[src/rtl/mem_stage_pkg.sv]
// Shared types and constants for the memory-stage load/store unit:
// sequencer states, bus widths and address helpers.
package mem_stage_pkg;

    localparam int ADDR_W        = 16;
    localparam int DATA_W        = 16;
    localparam int MEM_BYTES_DEF = 72;

    typedef enum logic [2:0] {
        IDLE       = 3'd0,
        RD_ISSUE   = 3'd1,
        RD_CAPT    = 3'd2,
        WR         = 3'd3,
        RESP_FAULT = 3'd4
    } lsu_state_e;

    function automatic logic [ADDR_W-1:0] align_addr(input logic [ADDR_W-1:0] addr);
        return {addr[ADDR_W-1:1], 1'b0};
    endfunction

    // last_byte is the highest legal byte address; a word needs last_byte too.
    function automatic logic access_fault(input logic [ADDR_W-1:0] addr,
                                          input logic              is_byte,
                                          input logic [ADDR_W-1:0] last_byte);
        logic flt;
        if (is_byte) begin
            flt = (addr > last_byte);
        end else begin
            flt = addr[0] | (addr >= last_byte);
        end
        return flt;
    endfunction

endpackage

[src/rtl/lsu_byte_lane.sv]
// Byte lane for a big-endian 16-bit word: selects/extends a byte for loads
// and splices a new byte into the read word for read-modify-write stores.
module lsu_byte_lane
    import mem_stage_pkg::*;
#(
    parameter int BYTE_SEXT = 0
) (
    input  logic              lane_sel_i,
    input  logic [DATA_W-1:0] rdata_i,
    input  logic [7:0]        wbyte_i,
    output logic [DATA_W-1:0] load_data_o,
    output logic [DATA_W-1:0] merge_data_o
);

    logic [7:0] sel_byte_s;

    // Even address is the high byte of the word.
    always_comb begin
        sel_byte_s = 8'h00;
        if (lane_sel_i) begin
            sel_byte_s = rdata_i[7:0];
        end else begin
            sel_byte_s = rdata_i[15:8];
        end
    end

    // Load extension of the selected byte.
    always_comb begin
        load_data_o = 16'h0000;
        if (BYTE_SEXT != 0) begin
            load_data_o = {{8{sel_byte_s[7]}}, sel_byte_s};
        end else begin
            load_data_o = {8'h00, sel_byte_s};
        end
    end

    // Store merge: replace only the addressed byte.
    always_comb begin
        merge_data_o = 16'h0000;
        if (lane_sel_i) begin
            merge_data_o = {rdata_i[15:8], wbyte_i};
        end else begin
            merge_data_o = {wbyte_i, rdata_i[7:0]};
        end
    end

endmodule

[src/rtl/mem_stage_lsu.sv]
// Memory-stage load/store unit: one request at a time, word/byte accesses to a
// big-endian byte-addressed data memory, byte stores via read-modify-write.
module mem_stage_lsu
    import mem_stage_pkg::*;
#(
    parameter int MEM_BYTES = MEM_BYTES_DEF,
    parameter int BYTE_SEXT = 0
) (
    input  logic              clk,
    input  logic              rst,
    input  logic              req_valid,
    output logic              req_ready,
    input  logic              req_we,
    input  logic              req_byte,
    input  logic [ADDR_W-1:0] req_addr,
    input  logic [DATA_W-1:0] req_wdata,
    output logic              resp_valid,
    output logic [DATA_W-1:0] resp_rdata,
    output logic              resp_fault,
    output logic              mem_read,
    output logic              mem_write,
    output logic [ADDR_W-1:0] mem_addr,
    output logic [DATA_W-1:0] mem_wdata,
    input  logic [DATA_W-1:0] mem_rdata
);

    localparam logic [ADDR_W-1:0] LAST_BYTE = ADDR_W'(MEM_BYTES - 1);

    lsu_state_e        state_q;
    logic              req_ready_q;
    logic              resp_valid_q;
    logic [DATA_W-1:0] resp_rdata_q;
    logic              resp_fault_q;
    logic              mem_read_q;
    logic              mem_write_q;
    logic [ADDR_W-1:0] mem_addr_q;
    logic [DATA_W-1:0] mem_wdata_q;
    logic              we_q;
    logic              byte_q;
    logic              lane_q;
    logic [7:0]        wbyte_q;

    logic              accept_s;
    logic              fault_s;
    logic [DATA_W-1:0] lane_load_s;
    logic [DATA_W-1:0] lane_merge_s;
    logic [DATA_W-1:0] load_result_s;

    assign accept_s = req_valid & req_ready_q;
    assign fault_s  = access_fault(req_addr, req_byte, LAST_BYTE);

    lsu_byte_lane #(
        .BYTE_SEXT (BYTE_SEXT)
    ) u_byte_lane (
        .lane_sel_i   (lane_q),
        .rdata_i      (mem_rdata),
        .wbyte_i      (wbyte_q),
        .load_data_o  (lane_load_s),
        .merge_data_o (lane_merge_s)
    );

    // Load result: whole word or the extended byte lane.
    always_comb begin
        load_result_s = 16'h0000;
        if (byte_q) begin
            load_result_s = lane_load_s;
        end else begin
            load_result_s = mem_rdata;
        end
    end

    // Sequencer: state, latched request fields and every registered output.
    always_ff @(posedge clk) begin
        if (rst) begin
            state_q      <= IDLE;
            req_ready_q  <= 1'b0;
            resp_valid_q <= 1'b0;
            resp_rdata_q <= 16'h0000;
            resp_fault_q <= 1'b0;
            mem_read_q   <= 1'b0;
            mem_write_q  <= 1'b0;
            mem_addr_q   <= 16'h0000;
            mem_wdata_q  <= 16'h0000;
            we_q         <= 1'b0;
            byte_q       <= 1'b0;
            lane_q       <= 1'b0;
            wbyte_q      <= 8'h00;
        end else begin
            resp_valid_q <= 1'b0;
            resp_rdata_q <= 16'h0000;
            resp_fault_q <= 1'b0;
            mem_read_q   <= 1'b0;
            mem_write_q  <= 1'b0;
            case (state_q)
                IDLE: begin
                    if (accept_s) begin
                        req_ready_q <= 1'b0;
                        we_q        <= req_we;
                        byte_q      <= req_byte;
                        lane_q      <= req_addr[0];
                        wbyte_q     <= req_wdata[7:0];
                        if (fault_s) begin
                            state_q <= RESP_FAULT;
                        end else if (req_we && !req_byte) begin
                            state_q     <= WR;
                            mem_write_q <= 1'b1;
                            mem_addr_q  <= align_addr(req_addr);
                            mem_wdata_q <= req_wdata;
                        end else begin
                            // Loads and byte stores both start with a read.
                            state_q    <= RD_ISSUE;
                            mem_read_q <= 1'b1;
                            mem_addr_q <= align_addr(req_addr);
                        end
                    end else begin
                        req_ready_q <= 1'b1;
                    end
                end
                RD_ISSUE: begin
                    state_q <= RD_CAPT;
                end
                RD_CAPT: begin
                    if (we_q) begin
                        state_q     <= WR;
                        mem_write_q <= 1'b1;
                        mem_wdata_q <= lane_merge_s;
                    end else begin
                        state_q      <= IDLE;
                        req_ready_q  <= 1'b1;
                        resp_valid_q <= 1'b1;
                        resp_rdata_q <= load_result_s;
                    end
                end
                WR: begin
                    state_q      <= IDLE;
                    req_ready_q  <= 1'b1;
                    resp_valid_q <= 1'b1;
                end
                RESP_FAULT: begin
                    state_q      <= IDLE;
                    req_ready_q  <= 1'b1;
                    resp_valid_q <= 1'b1;
                    resp_fault_q <= 1'b1;
                end
                default: begin
                    state_q     <= IDLE;
                    req_ready_q <= 1'b0;
                end
            endcase
        end
    end

    assign req_ready  = req_ready_q;
    assign resp_valid = resp_valid_q;
    assign resp_rdata = resp_rdata_q;
    assign resp_fault = resp_fault_q;
    assign mem_read   = mem_read_q;
    assign mem_write  = mem_write_q;
    assign mem_addr   = mem_addr_q;
    assign mem_wdata  = mem_wdata_q;

endmodule
[config.mk]
export PLATFORM = sky130hd
export DESIGN_NAME = mem_stage_lsu
export DESIGN_NICKNAME = d
export VERILOG_FILES = /design/src/rtl/mem_stage_pkg.sv /design/src/rtl/lsu_byte_lane.sv /design/src/rtl/mem_stage_lsu.sv
export SDC_FILE = /design/constraint.sdc
export NUM_CORES = 1
export LEC_CHECK = 0
export ABC_AREA = 1
export CAP_MARGIN = 20
export CORE_MARGIN = 3
export CORE_UTILIZATION = 48
export DETAILED_ROUTE_END_ITERATION = 8
export GPL_TIMING_DRIVEN = 0
export PLACE_DENSITY_LB_ADDON = 0.12
export REMOVE_ABC_BUFFERS = 1
export SLEW_MARGIN = 5
export SYNTH_ARGS = -nofsm -noshare
export SYNTH_HDL_FRONTEND = slang
export SYNTH_SLANG_ARGS = --single-unit
[constraint.sdc]
create_clock -name clk -period 3 [get_ports clk]
set_input_delay 0.6 -clock clk [delete_from_list [all_inputs] [get_ports clk]]
set_output_delay 0.6 -clock clk [all_outputs]
set_load 0.02 [all_outputs]
==> impl_results.md <==
- Status: completed
- Standard-cell rows: 28
- Post-CTS Resized: 0
- Fmax: roughly 0.43 GHz
- Reg2reg setup slack: 1.01 ns
- Post-CTS setup buffers: 0
- CTS Sinks: 66
- DR vias: between 2,000 and 3,000
- Slew HR: roughly 30%
- Port bufs: 104
- Reg clk slew, reported paths: 0.07 ns
- Worst-margin pin slew: between 1 and 1.5 ns
- Min-delay worst type: flop to flop
- FF-to-FF Start: state_q[1]$_SDFFE_PP0N_
- Min Clock Period, post-route: 2.32 ns
- Critical Path End: wbyte_q[0]$_SDFFE_PP0P_
- Synth warnings: 0
- Non-filler cells, final: between 600 and 700
- Die height: 84.9 um
- RePlAce Congestion: roughly 0.85
- Initial core utilization: 49.9%
- Die width: 84.9 um
- Register bit count reported by yosys: between 60 and 70
- First-pass GRT wire length: 12,500 um
- Fin. Hold Viols: 0
- Routed Antenna Nets: 0
- PD cells: 438 nW/um2
- Post-synthesis cell area: 2990 um2
- Unrepaired setup endpoints after global routing: false
- CP arrival: 2.58 ns
- PnR worst setup slack: 0.679 ns
- Worst Clk Skew: 0.00930 ns
- CTS tree: yes
- Bufs on Longest Clock Path: 2
- Startpoint type of the worst setup path: input pin
- Worst setup path start: rst
- Setup tns final: 0 ns
- Post-CTS Hold Fix Bufs: 0
- Max_cap viols: 0
- Cell leakage power: between 1.5 and 2 nW
- Initial DRT Pass Iterations: 4
- Cells on worst reg2reg path: 8
- Max Slew Vio Count: 0
- Number of global-route vias before repair: 2,743
- Crit end category: flop
- Initial antenna violation count: 0
- Tcrit/Tclk final: around 77%
- Cell variety after synth: 24
- Avg Inst Size Synth: 6.74 um2
- Cells after Synth: 443
- Clk_lat worst skew: roughly 0.33 ns
- Sequential cell area fraction in the yosys report: about 44%
- Worst-path cell chain: clkdlybuf4s50_1 -> inv_1 -> o21ai_0 -> a21oi_1
- Routed WL: 7320 um
- Core ar.: 5990 um2
- IO Pins: 106
- Antenna fix cells: 0
- Nets: 590
- DRC viols: 0
- Final HPWL DP: between 5000 and 6000 um
- Wire per inst: 11.9 um
- Hold Path Depth: 2
- Total global-route track usage: 21.3%
- Total CTS buffers: 9
- Grt total ovfl: 0
- Die area: 7210 um2
- Layout cells sized above 1: under 10%
- Crit Path Class: input pin to flop
- Reg-to-reg endpoint: mem_wdata[3]$_SDFFE_PP0P_
- CTS root buf: clkbuf_8
- Worst hold slack: 0.432 ns
- Peak supply drop: 0.269 mV
- H-Tree Depth: 3
- CP max stage cell: inv_1
- Crit Path Max Fanout: 35
- WP data required: approximately 3.3 ns
- Via density: 4.82
- Setup WS pre-CTS: 0.320 ns
- Final setup fails: 0
- Largest net degree at the start of global routing: 36
- CP peak stage delay: 0.91 ns
- Initial DRC count: 287
- Placed cells: 601
- Area grow syn2layout: 40.5%
-- how the worst min path moves through the flow --
stage | from | end | slack (ns)
floorplan | wbyte_q[0]$_SDFFE_PP0P_ | wbyte_q[0]$_SDFFE_PP0P_ | 0.44
global placement | mem_addr[9]$_SDFFE_PP0P_ | mem_addr[9]$_SDFFE_PP0P_ | 0.42
detailed placement | mem_addr[14]$_SDFFE_PP0P_ | mem_addr[14]$_SDFFE_PP0P_ | 0.42
CTS | mem_addr[14]$_SDFFE_PP0P_ | mem_addr[14]$_SDFFE_PP0P_ | 0.44
global route | mem_addr[13]$_SDFFE_PP0P_ | mem_addr[13]$_SDFFE_PP0P_ | 0.45
finish | mem_addr[14]$_SDFFE_PP0P_ | mem_addr[14]$_SDFFE_PP0P_ | 0.43
-- kinds of logic (layout without fill, tap and decap cells) --
group	Yosys count	in the layout	synth area share, %
and+or+nand+nor	218	218	31.9
buffers and inverters	90	187	12.4
AOI/OAI and AO/OA	68	68	11.4
DFF	66	66	44.2
other	1	1	0.126
-- synth_stat cells --
master / number / area (um2)
buf_1: 2 / 7.51
inv_2: 2 / 7.51
conb_1: 1 / 3.75
buf_6: 1 / 11.3
nor2_4: 2 / 22.5
buf_4: 3 / 22.5
clkinv_1: 1 / 3.75
inv_1: 65 / 244
nand4_1: 7 / 43.8
o21ai_0: 30 / 150
nand4_4: 1 / 21.3
dfxtp_1: 66 / 1320
nor2_1: 46 / 173
a21oi_1: 38 / 190
nor2_8: 1 / 20.0
buf_2: 10 / 50.1
clkbuf_1: 6 / 22.5
nand3_2: 1 / 10.0
nor4_1: 1 / 6.26
nand2_2: 2 / 12.5
nand3_1: 29 / 145
nor2_2: 3 / 18.8
nand2_1: 116 / 435
nor3_1: 9 / 45.0
-- metal layers --
metal  vias to the layer above  GRT usage [%]  share of wire (%)
met5                         -              0                  0
met4                         0           10.4                2.0
met3                        12           4.17                7.3
met2                       116           31.4                 43
met1                      1273           29.9                 47
li1                       1563              -                  -
-- cell type report --
class | instances | area [um2]
Tap cell | 75 | 93.8
Timing Repair Buffer | 105 | 1060
Sequential cell | 66 | 1320
Clock buffer | 10 | 128
Inverter | 68 | 255
Multi-Input combinational cell | 287 | 1300
Clock inverter | 4 | 45.0
Fill cell | 500 | 1790
-- where the power goes --
group	internal, mW	switching, mW
Clock	0.370	0.312
Combinational	0.114	0.133
Sequential	0.895	0.0145
-- registers in the layout, indices dropped and copies added, names as in the netlist --
signal      count
resp_rdata     16
mem_addr       15
req_ready       1
lane_q          1
resp_fault      1
resp_valid      1
byte_q          1
mem_write       1
mem_read        1
we_q            1
state_q         3
mem_wdata      16
wbyte_q         8
-- critical path, delay by kind of cell --
family / cells / cell delay [ns]
AO/OA/AOI/OAI: 2 / 0.39
buffers and inverters: 2 / 1.58
-- layout by cell type (no fill, tap or decap), drive strengths merged --
| cell | count |
|---|---|
| nor4 | 1 |
| dfxtp | 66 |
| nor2 | 52 |
| nand4 | 8 |
| o21ai | 30 |
| nor3 | 9 |
| clkinv | 4 |
| nand2 | 118 |
| buf | 1 |
| conb | 1 |
| clkbuf | 10 |
| bufinv | 1 |
| inv | 67 |
| clkdlybuf4s50 | 104 |
| nand3 | 30 |
| a21oi | 38 |
-- through the flow --
step	power (mW)	util [%]	instance area, um2
4_1_cts	1.86	70.1	4200
3_3_place_gp	1.17	66.9	4010
6_report	1.84	70.1	4200
3_5_place_dp	1.17	67.2	4020
2_1_floorplan	1.05	-	2870
5_1_grt	1.93	70.1	4200
Power figures use the tool's default switching activity.
